`src/rtl/char_rom_pkg.sv`:
```
// Shared definitions for the character-ROM loader.
// Holds the glyph geometry (7-bit character code, 16 rows of 16 pixels),
// the character RAM address/data widths, the loader FSM state encoding
// and a helper that forms a character RAM address from code and row.
package char_rom_pkg;

  localparam int ASCII_W        = 7;
  localparam int ROW_W          = 4;
  localparam int ROWS_PER_GLYPH = 16;
  localparam int ADDR_W         = 11;
  localparam int DATA_W         = 16;

  // Loader FSM states. The ST_ prefix keeps the VERIFY state apart from
  // the VERIFY parameter of the loader.
  typedef enum logic [1:0] {
    ST_IDLE   = 2'd0,
    ST_WRITE  = 2'd1,
    ST_VERIFY = 2'd2,
    ST_DONE   = 2'd3
  } state_t;

  // Character RAM address of one glyph row: code in the upper bits, row below.
  function automatic logic [ADDR_W-1:0] glyph_addr(input logic [ASCII_W-1:0] code,
                                                   input logic [ROW_W-1:0]   row);
    return {code, row};
  endfunction

endpackage

```
`src/rtl/char_rom_loader.sv`:
```
// Character-ROM loader: writes one 16-row glyph into an external character
// RAM and, when VERIFY=1, reads the 16 rows back and compares them against
// a local shadow copy.
//
// Ports
//   pix_clk   sole clock, rising edge
//   rst_n     asynchronous active-low reset (release synchronised inside)
//   start     one-cycle load request, honoured only while idle
//   ascii     character code, latched when start is accepted
//   wdata     glyph row bitmap, row 0 first
//   wvalid    wdata valid; a beat moves when wvalid && wready
//   wready    loader accepts a row (only while writing)
//   rom_addr  character RAM address {ascii, row}
//   rom_di    character RAM write data
//   rom_we    byte write enables, 2'b11 on write cycles
//   rom_en    character RAM enable, high on every read or write cycle
//   rom_do    character RAM read data, one cycle after its address
//   busy      high whenever the loader is not idle
//   done      one-cycle pulse at the end of a load
//   err       sticky read-back mismatch flag, cleared by the next start
//   err_row   row of the first mismatch while err is high
module char_rom_loader
  import char_rom_pkg::*;
#(
  parameter bit VERIFY = 1'b1
) (
  input  logic              pix_clk,
  input  logic              rst_n,
  input  logic              start,
  input  logic [ASCII_W-1:0] ascii,
  input  logic [DATA_W-1:0] wdata,
  input  logic              wvalid,
  output logic              wready,
  output logic [ADDR_W-1:0] rom_addr,
  output logic [DATA_W-1:0] rom_di,
  output logic [1:0]        rom_we,
  output logic              rom_en,
  input  logic [DATA_W-1:0] rom_do,
  output logic              busy,
  output logic              done,
  output logic              err,
  output logic [ROW_W-1:0]  err_row
);

  localparam logic [ROW_W-1:0] LAST_ROW = ROW_W'(ROWS_PER_GLYPH - 1);

  logic [1:0]         rst_sync;
  logic               rst_int_n;
  state_t             state, next_state;
  logic [ASCII_W-1:0] ascii_q;
  // One extra bit so the write counter can sit at 16 ("all rows taken")
  // instead of wrapping back to row 0.
  logic [ROW_W:0]     row;
  logic [ROW_W:0]     rd_row;
  logic               rd_v1, rd_v2;
  logic [ROW_W-1:0]   rd_r1, rd_r2;
  logic [DATA_W-1:0]  shadow [ROWS_PER_GLYPH];
  logic               beat;

  // Reset assertion reaches every register at once; release is delayed by
  // two pix_clk edges so all state leaves reset on the same clean edge.
  always_ff @(posedge pix_clk or negedge rst_n) begin
    if (!rst_n) rst_sync <= 2'b00;
    else        rst_sync <= {rst_sync[0], 1'b1};
  end

  assign rst_int_n = rst_sync[1];
  assign beat      = wready && wvalid;

  // FSM state register.
  always_ff @(posedge pix_clk or negedge rst_int_n) begin
    if (!rst_int_n) state <= ST_IDLE;
    else            state <= next_state;
  end

  // Next-state and status outputs. Once row 15 is taken with VERIFY=0 the
  // FSM lingers in WRITE for that last write cycle with wready low, so done
  // lands one cycle after the final RAM write.
  always_comb begin
    next_state = state;
    wready     = 1'b0;
    busy       = 1'b1;
    done       = 1'b0;
    unique case (state)
      ST_IDLE: begin
        busy = 1'b0;
        if (start) next_state = ST_WRITE;
      end
      ST_WRITE: begin
        wready = !row[ROW_W];
        if (row[ROW_W])
          next_state = ST_DONE;
        else if (wvalid && row[ROW_W-1:0] == LAST_ROW && VERIFY)
          next_state = ST_VERIFY;
      end
      ST_VERIFY: begin
        if (rd_v2 && rd_r2 == LAST_ROW) next_state = ST_DONE;
      end
      ST_DONE: begin
        done       = 1'b1;
        next_state = ST_IDLE;
      end
      default: next_state = ST_IDLE;
    endcase
  end

  // Datapath: RAM port registers, row counters and the read-back pipeline.
  // rd_v1/rd_r1 track the read address on the RAM port this cycle; rd_v2/rd_r2
  // track the cycle in which that read's data is on rom_do and gets compared.
  always_ff @(posedge pix_clk or negedge rst_int_n) begin
    if (!rst_int_n) begin
      ascii_q  <= '0;
      row      <= '0;
      rd_row   <= '0;
      rd_v1    <= 1'b0;
      rd_v2    <= 1'b0;
      rd_r1    <= '0;
      rd_r2    <= '0;
      rom_addr <= '0;
      rom_di   <= '0;
      rom_we   <= 2'b00;
      rom_en   <= 1'b0;
      err      <= 1'b0;
      err_row  <= '0;
    end else begin
      rom_we <= 2'b00;
      rom_en <= 1'b0;
      rd_v1  <= 1'b0;
      rd_v2  <= rd_v1;
      rd_r2  <= rd_r1;

      if (state == ST_IDLE && start) begin
        ascii_q <= ascii;
        row     <= '0;
        rd_row  <= '0;
        err     <= 1'b0;
        err_row <= '0;
      end

      if (beat) begin
        rom_addr <= glyph_addr(ascii_q, row[ROW_W-1:0]);
        rom_di   <= wdata;
        rom_we   <= 2'b11;
        rom_en   <= 1'b1;
        row      <= row + 1'b1;
      end

      if (state == ST_VERIFY && !rd_row[ROW_W]) begin
        rom_addr <= glyph_addr(ascii_q, rd_row[ROW_W-1:0]);
        rom_en   <= 1'b1;
        rd_v1    <= 1'b1;
        rd_r1    <= rd_row[ROW_W-1:0];
        rd_row   <= rd_row + 1'b1;
      end

      // Only the first mismatch of a load is recorded.
      if (state == ST_VERIFY && rd_v2 && !err && rom_do != shadow[rd_r2]) begin
        err     <= 1'b1;
        err_row <= rd_r2;
      end
    end
  end

  // Shadow copy of the rows written in this load, used as compare reference.
  always_ff @(posedge pix_clk) begin
    if (beat) shadow[row[ROW_W-1:0]] <= wdata;
  end

endmodule

```
`config.mk`:
```
export PLATFORM = sky130hd
export DESIGN_NAME = char_rom_loader
export DESIGN_NICKNAME = d
export VERILOG_FILES = /design/src/rtl/char_rom_pkg.sv /design/src/rtl/char_rom_loader.sv
export SDC_FILE = /design/constraint.sdc
export NUM_CORES = 1
export LEC_CHECK = 0
export ABC_AREA = 1
export BUFFER_PORTS_ARGS = -buffer_cell sky130_fd_sc_hd__buf_4
export CAP_MARGIN = 15
export CORE_MARGIN = 2
export CORE_UTILIZATION = 50
export CTS_BUF_LIST = sky130_fd_sc_hd__clkbuf_16
export DETAILED_ROUTE_END_ITERATION = 10
export PLACE_DENSITY_LB_ADDON = 0.08
export SLEW_MARGIN = 20
export SYNTH_ARGS = -nofsm -noshare
export SYNTH_HDL_FRONTEND = slang
export SYNTH_SLANG_ARGS = --single-unit
```
`constraint.sdc`:
```
create_clock -name pix_clk -period 2.8 [get_ports pix_clk]
set_input_delay 0.42 -clock pix_clk [delete_from_list [all_inputs] [get_ports pix_clk]]
set_output_delay 0.42 -clock pix_clk [all_outputs]
set_load 0.02 [all_outputs]
```
* Yosys cells after proc, flatten, opt, wreduce, memory -nomap -nowiden
Memory sizes are Yosys's and may differ from the RTL's.
Index checks and enable logic that the tools add are counted.
** Cells by class
- Add/sub/neg operators :: 2
- $mul :: 0
- Divide/modulo/power cells :: 0
- Order comparisons :: 0
- Equality and inequality tests :: 9
- Shift-type cells :: 0
- Mux-type cells :: 22
- Bitwise logic cells :: 0
- Reductions and logical operators :: 17
** Operator list (count)
- two-way mux 11 bit :: 2
- != test 16 bit :: 1
- two-way mux 5 bit :: 3
- adder 5 x 1 -> 5 bit (second input constant) :: 2
- two-way mux 2 bit :: 5
- two-way mux 1 bit :: 9
- equality test 4 bit (second input constant) :: 2
- logical AND 1 bit :: 8
- two-way mux 4 bit :: 2
- case mux 2 bit (4 select lines) :: 1
- nonzero test 2 bit :: 4
- equality test 2 bit (second input constant) :: 2
- != test 2 bit (second input constant) :: 2
- zero test 1 bit :: 3
- != test 3 bit (second input constant) :: 1
- AND reduction 3 bit :: 1
- equality test 2 x 1 -> 1 bit (second input constant) :: 1
- zero test 2 bit :: 1
** Storage, ports and cells
- Flip-flop bits (word level) :: 66
- Bits in latches :: 0
- Memory bits (writable) :: 256
- Memory bits (read-only) :: 0
- Input port bits :: 43
- Output and inout bits :: 38
- Memories kept :: 1
** Memory list
- shadow :: depth 16, width 16, read ports 1, clocked after memory_dff 0, write ports 1, RTL line char_rom_loader.sv:57 : logic [DATA_W-1:0] shadow [ROWS_PER_GLYPH];

* Longest topological paths before layout
- Depth after elaboration :: 5
- Depth in mapped cells :: 18

* Least setup slack after synthesis
OpenSTA, ideal clock, no wires.
- Path kind :: register to register
- Start :: register state[1]
- End :: memory shadow[0][0], enable pin
- Library setup time :: 0.388 ns
- Arrival time :: 2.225 ns
- Required time :: 2.412 ns
- Path slack :: 0.186 ns
- Cell stages (with the launch flop) :: 9
- Cell sequence :: dfrtp_1 -> inv_1 -> ha_1 -> inv_1 -> nor2_1 -> nand2_1 -> inv_1 -> nand2_1 -> nor2_1
** Between the ends
- Cells in the longest elaborated chain, start to end :: 5
** RTL lines
- from (decl) :: RTL line char_rom_loader.sv:49 : state_t state, next_state;
- from (signal assigned) :: RTL line char_rom_loader.sv:73 : else state <= next_state;
- equality test 2 x 1 -> 1 bit :: RTL line char_rom_loader.sv:84 : unique case (state)
- two-way mux 1 bit :: RTL line char_rom_loader.sv:84
- via wready :: RTL line char_rom_loader.sv:33 : output logic wready,
- logical AND 1 bit :: RTL line char_rom_loader.sv:68 : assign beat = wready && wvalid;
- two-way mux 1 bit :: RTL line char_rom_loader.sv:166 : if (beat) shadow[row[ROW_W-1:0]] <= wdata;
- two-way mux 1 bit (not written as such) :: RTL line char_rom_loader.sv:166
- to (decl) :: RTL line char_rom_loader.sv:57
The timed path passes the listed nets, and every way through them passes these cells.

* Worst setup path in the final report
- Start :: register rd_r2[0]
- End :: register err_row[1]
** Between the ends
- Cells in the longest elaborated chain, start to end :: 4
- Elaborated cells between the ends (all ways) :: 5
- Those cells by class :: eq/ne: 1; mux: 1; reduce/logical: 2; memory: 1
** RTL lines
- from (decl) :: RTL line char_rom_loader.sv:56 : logic [ROW_W-1:0] rd_r1, rd_r2;
- from (signal assigned) :: RTL line char_rom_loader.sv:130 : rd_r2 <= rd_r1;
- memory read (16 x 16 bit) *
- != test 16 bit * :: RTL line char_rom_loader.sv:157 : if (state == ST_VERIFY && rd_v2 && !err && rom_do != shadow[rd_r2]) begin
- logical AND 1 bit * :: RTL line char_rom_loader.sv:157
- two-way mux 4 bit or nonzero test 2 bit (tied branches)
- to (signal assigned) :: RTL line char_rom_loader.sv:159 : err_row <= rd_r2;
- to (decl) :: RTL line char_rom_loader.sv:42 : output logic [ROW_W-1:0] err_row
Every way passes the cells marked *; elsewhere a longest branch is shown, timed or not.
A chain may end at the register's enable or synchronous reset.

==> out/qor.yml <==
clock_tree:
  cts_tree: "built"
  ctsResizeCount: 0
  cts_setup_buffers: 0
  cts_max_path_buffers: 3
  cts.sinks: 321
  clockRootBuffer: "clkbuf_16"
  htreeDepth: 2
  clk-insertion-delay-late_ns: 0.51
  clk_pin_slew_worst_paths_ns: 0.06
  cts_made_buffers: 35
floorplanning:
  fp.dieW_um: 169
  rows: 60
  ioPinCount: 81
  die-area_um2: 28600
  die_h_um: 169
  core_um2: 26900
  initial_core_util_pct: 50.8
job:
  cap_violations: 0
place:
  gp_congestion: 0.782
  detailed_place_hpwl_um: 20300
  placed_area_um2: 14900
  port_buffers: 80
  place_worst_setup_slack_ns: 0.320
  dp.cells: 1739
sta:
  fmax_ghz: 0.398
  hold_viol: 0
  finalSetupTns_ns: 0
  setup-violations-final: 0
  worst_pin_slew_ns: 0.879
  slew_headroom_pct: 41.4
  rsz0062_at_grt: "false"
  final-max-slew-violation-count: 0
  worst_clock_skew_ns: 0.0129
  fin_crit_ns: 2.51
  layout_setup_ws_ns: 0.287
  whs_ns: 0.110
  post-route-period-util_pct: 89.8
outcome:
  status: "complete, no violations"
critical_path:
  rr_startpoint: "rd_r2[0]"
  startpoint: "rd_r2[0]"
  cp_top_family: "simple AND/OR/NAND/NOR gates"
  crit_arrival_ns: 2.90
  crit_path_max_incr_delay_ns: 0.51
  path_cells: "clkinv_2, buf_12, nand2_1, nand3_1, nand3_1, nand3_1, nand2_1, nand2_1, nand2_1, nand2_1, inv_1, nand2_1, nor2_1, buf_4, nand2_2, nand2_2, nand3_1, nand2_1"
  cp.required_ns: 3.19
  slowest_stage: "dfrtp_4"
  endpoint: "err_row[1]"
  worst-path-buf-inv: 4
  ff2ff_path_depth: 18
  endpoint_kind: "register"
  path_class: "register to register"
  r2r_end: "err_row[1]"
  path_max_fanout: 49
  r2r_slack_ns: 0.29
  cp.depth: 18
  crit_path_frequent_cell: "nand2_1"
  crit_path_start_kind: "register"
global_route:
  grt_usage_pct: 24.4
  grt_pass1_wl_um: 52800
  grt_pass1_vias: 9243
  grt_max_degree: 57
  grt.overflow.total: 0
  antenna_found_initial: 0
power:
  p_comb_share_pct: 33.2
  swShare_pct: 35.5
  total_power_mw: 15.2
  power.share.sequential_pct: 38.9
  netSwitchingPower_mw: 5.37
  ir_worst_vdd_mv: 0.561
  clkPwrFrac_pct: 27.9
  leakage_nw: 7.01
  p_int_mw: 9.78
  powerDensity_nw_per_um2: 952
yosys:
  synth.distinct_cells: 25
  ys_warn_count: 0
  dominantRegCellSynth: "edfxtp_1"
  syn_area_per_cell_um2: 10.3
  ys_ff_latch: 321
  synthCells: 1329
  synth-async-reset-ratio_pct: 20.2
  ys_seq_area_share_pct: 68.3
  synth_area_um2: 13600
  syn_nets: 1382
  synth_edf_count: 256
cells_and_area:
  post-route-util_pct: 59.2
  num_antenna_cells: 0
  layout-drive-gt1-share_pct: 13.2
  area_growth_pct: 16.7
  regArea_um2: 9320
  fin_nets: 1489
  mostFrequentLayoutCells: "nand2_1, edfxtp_1, nand3_1"
  fillers: 2264
  final_cells: 1802
  multi_input_area_um2: 3530
  design_area_um2: 15900
  layout_commonest_cell: "nand2_1"
detailed_routing:
  wirelength_um: 33900
  avgRoutedWirePerCell_um: 18.8
  vias: 9397
  avgViaCountPerCell: 5.21
  drt_iter0_drc: 721
  drc: 0
  drtAntennaViolNets: 0
  first_pass_iters: 5
worst_hold_path:
  hold_class: "primary input to register"
==> worst min-delay path by stage <==
stage / depth (start not counted) / slack [ns] / end / start
floorplan: 0 / 0.12 / rst_sync[0] / rst_n
global placement: 1 / 0.20 / rst_sync[0] / rst_n
detailed placement: 1 / 0.20 / rst_sync[0] / rst_n
CTS: 3 / 0.09 / ascii_q[4] / ascii[4]
global route: 3 / 0.10 / ascii_q[3] / ascii[3]
finish: 3 / 0.11 / ascii_q[3] / ascii[3]
==> cells by family (layout without fill, tap and decap cells) <==
group	after synthesis	in the layout	share of synthesized area, %
AO/OA/AOI/OAI	47	47	2.00
AND/OR/NAND/NOR	761	761	22.6
buffers and inverters	188	320	6.18
adder cells (fa/ha/maj)	10	10	0.917
XOR/XNOR	1	1	0.0642
flip-flops	321	321	68.3
other	1	1	0.0275
==> registers in the layout (all words and copies together) (netlist names), 2 cells and up <==
| register | cells |
|---|---|
| state | 2 |
| rd_r1 | 4 |
| rd_row | 5 |
| rom_di | 16 |
| shadow | 256 |
| err_row | 4 |
| row | 5 |
| ascii_q | 7 |
| rd_r2 | 4 |
| rst_sync | 2 |
| rom_addr | 11 |
==> Yosys cell counts, types with 6 or more instances <==
cell,count,area [um2]
ha_1,10,125
clkbuf_1,13,48.8
inv_1,126,473
buf_2,26,130
nand3_1,163,816
dfrtp_1,65,1630
nor2_1,70,263
nand2_1,522,1960
o21ai_0,26,130
o211ai_1,7,52.6
edfxtp_1,256,7690
buf_6,12,135
a21oi_1,6,30.0
==> worst register-to-register path, stage by stage (launching register included) <==
cell and delay (ns):
dfrtp_4 0.51, clkinv_2 0.13, buf_12 0.25, nand2_1 0.11
nand3_1 0.07, nand3_1 0.09, nand3_1 0.16, nand2_1 0.07
nand2_1 0.06, nand2_1 0.05, nand2_1 0.08, inv_1 0.05
nand2_1 0.16, nor2_1 0.07, buf_4 0.13, nand2_2 0.15
nand2_2 0.11, nand3_1 0.09, nand2_1 0.05
==> layout make-up <==
cell class / count / area share [%]
clock buffers: 37 / 5.81
clock inverters: 25 / 0.778
inverters: 128 / 3.03
multi-input cells: 820 / 22.2
flip-flops and latches: 321 / 58.5
well taps: 341 / 2.68
repair buffers: 130 / 7.01
==> per-layer routing <==
metal,GRT usage [%],routed length [um]
met5,0,0
met3,3.96,2410
met1,35.4,15200
met2,38.9,15600
met4,6.32,696
==> power groups by stage <==
stage	combinational (mW)	sequential [mW]	clock [mW]
after CTS	5.06	5.90	4.31
after floorplan	3.20	6.17	0
after global placement	4.97	5.98	0
after detailed placement	5.04	5.98	0
after global routing	5.66	5.95	4.49
final	5.02	5.90	4.23
==> what timing repair did <==
| item | in CTS | in global routing |
|---|---|---|
| hold buffers | 1 | 0 |
| setup endpoints to repair | 0 | 0 |
| hold endpoints to repair | 2 | 0 |
(Power assumes the default switching activity.)
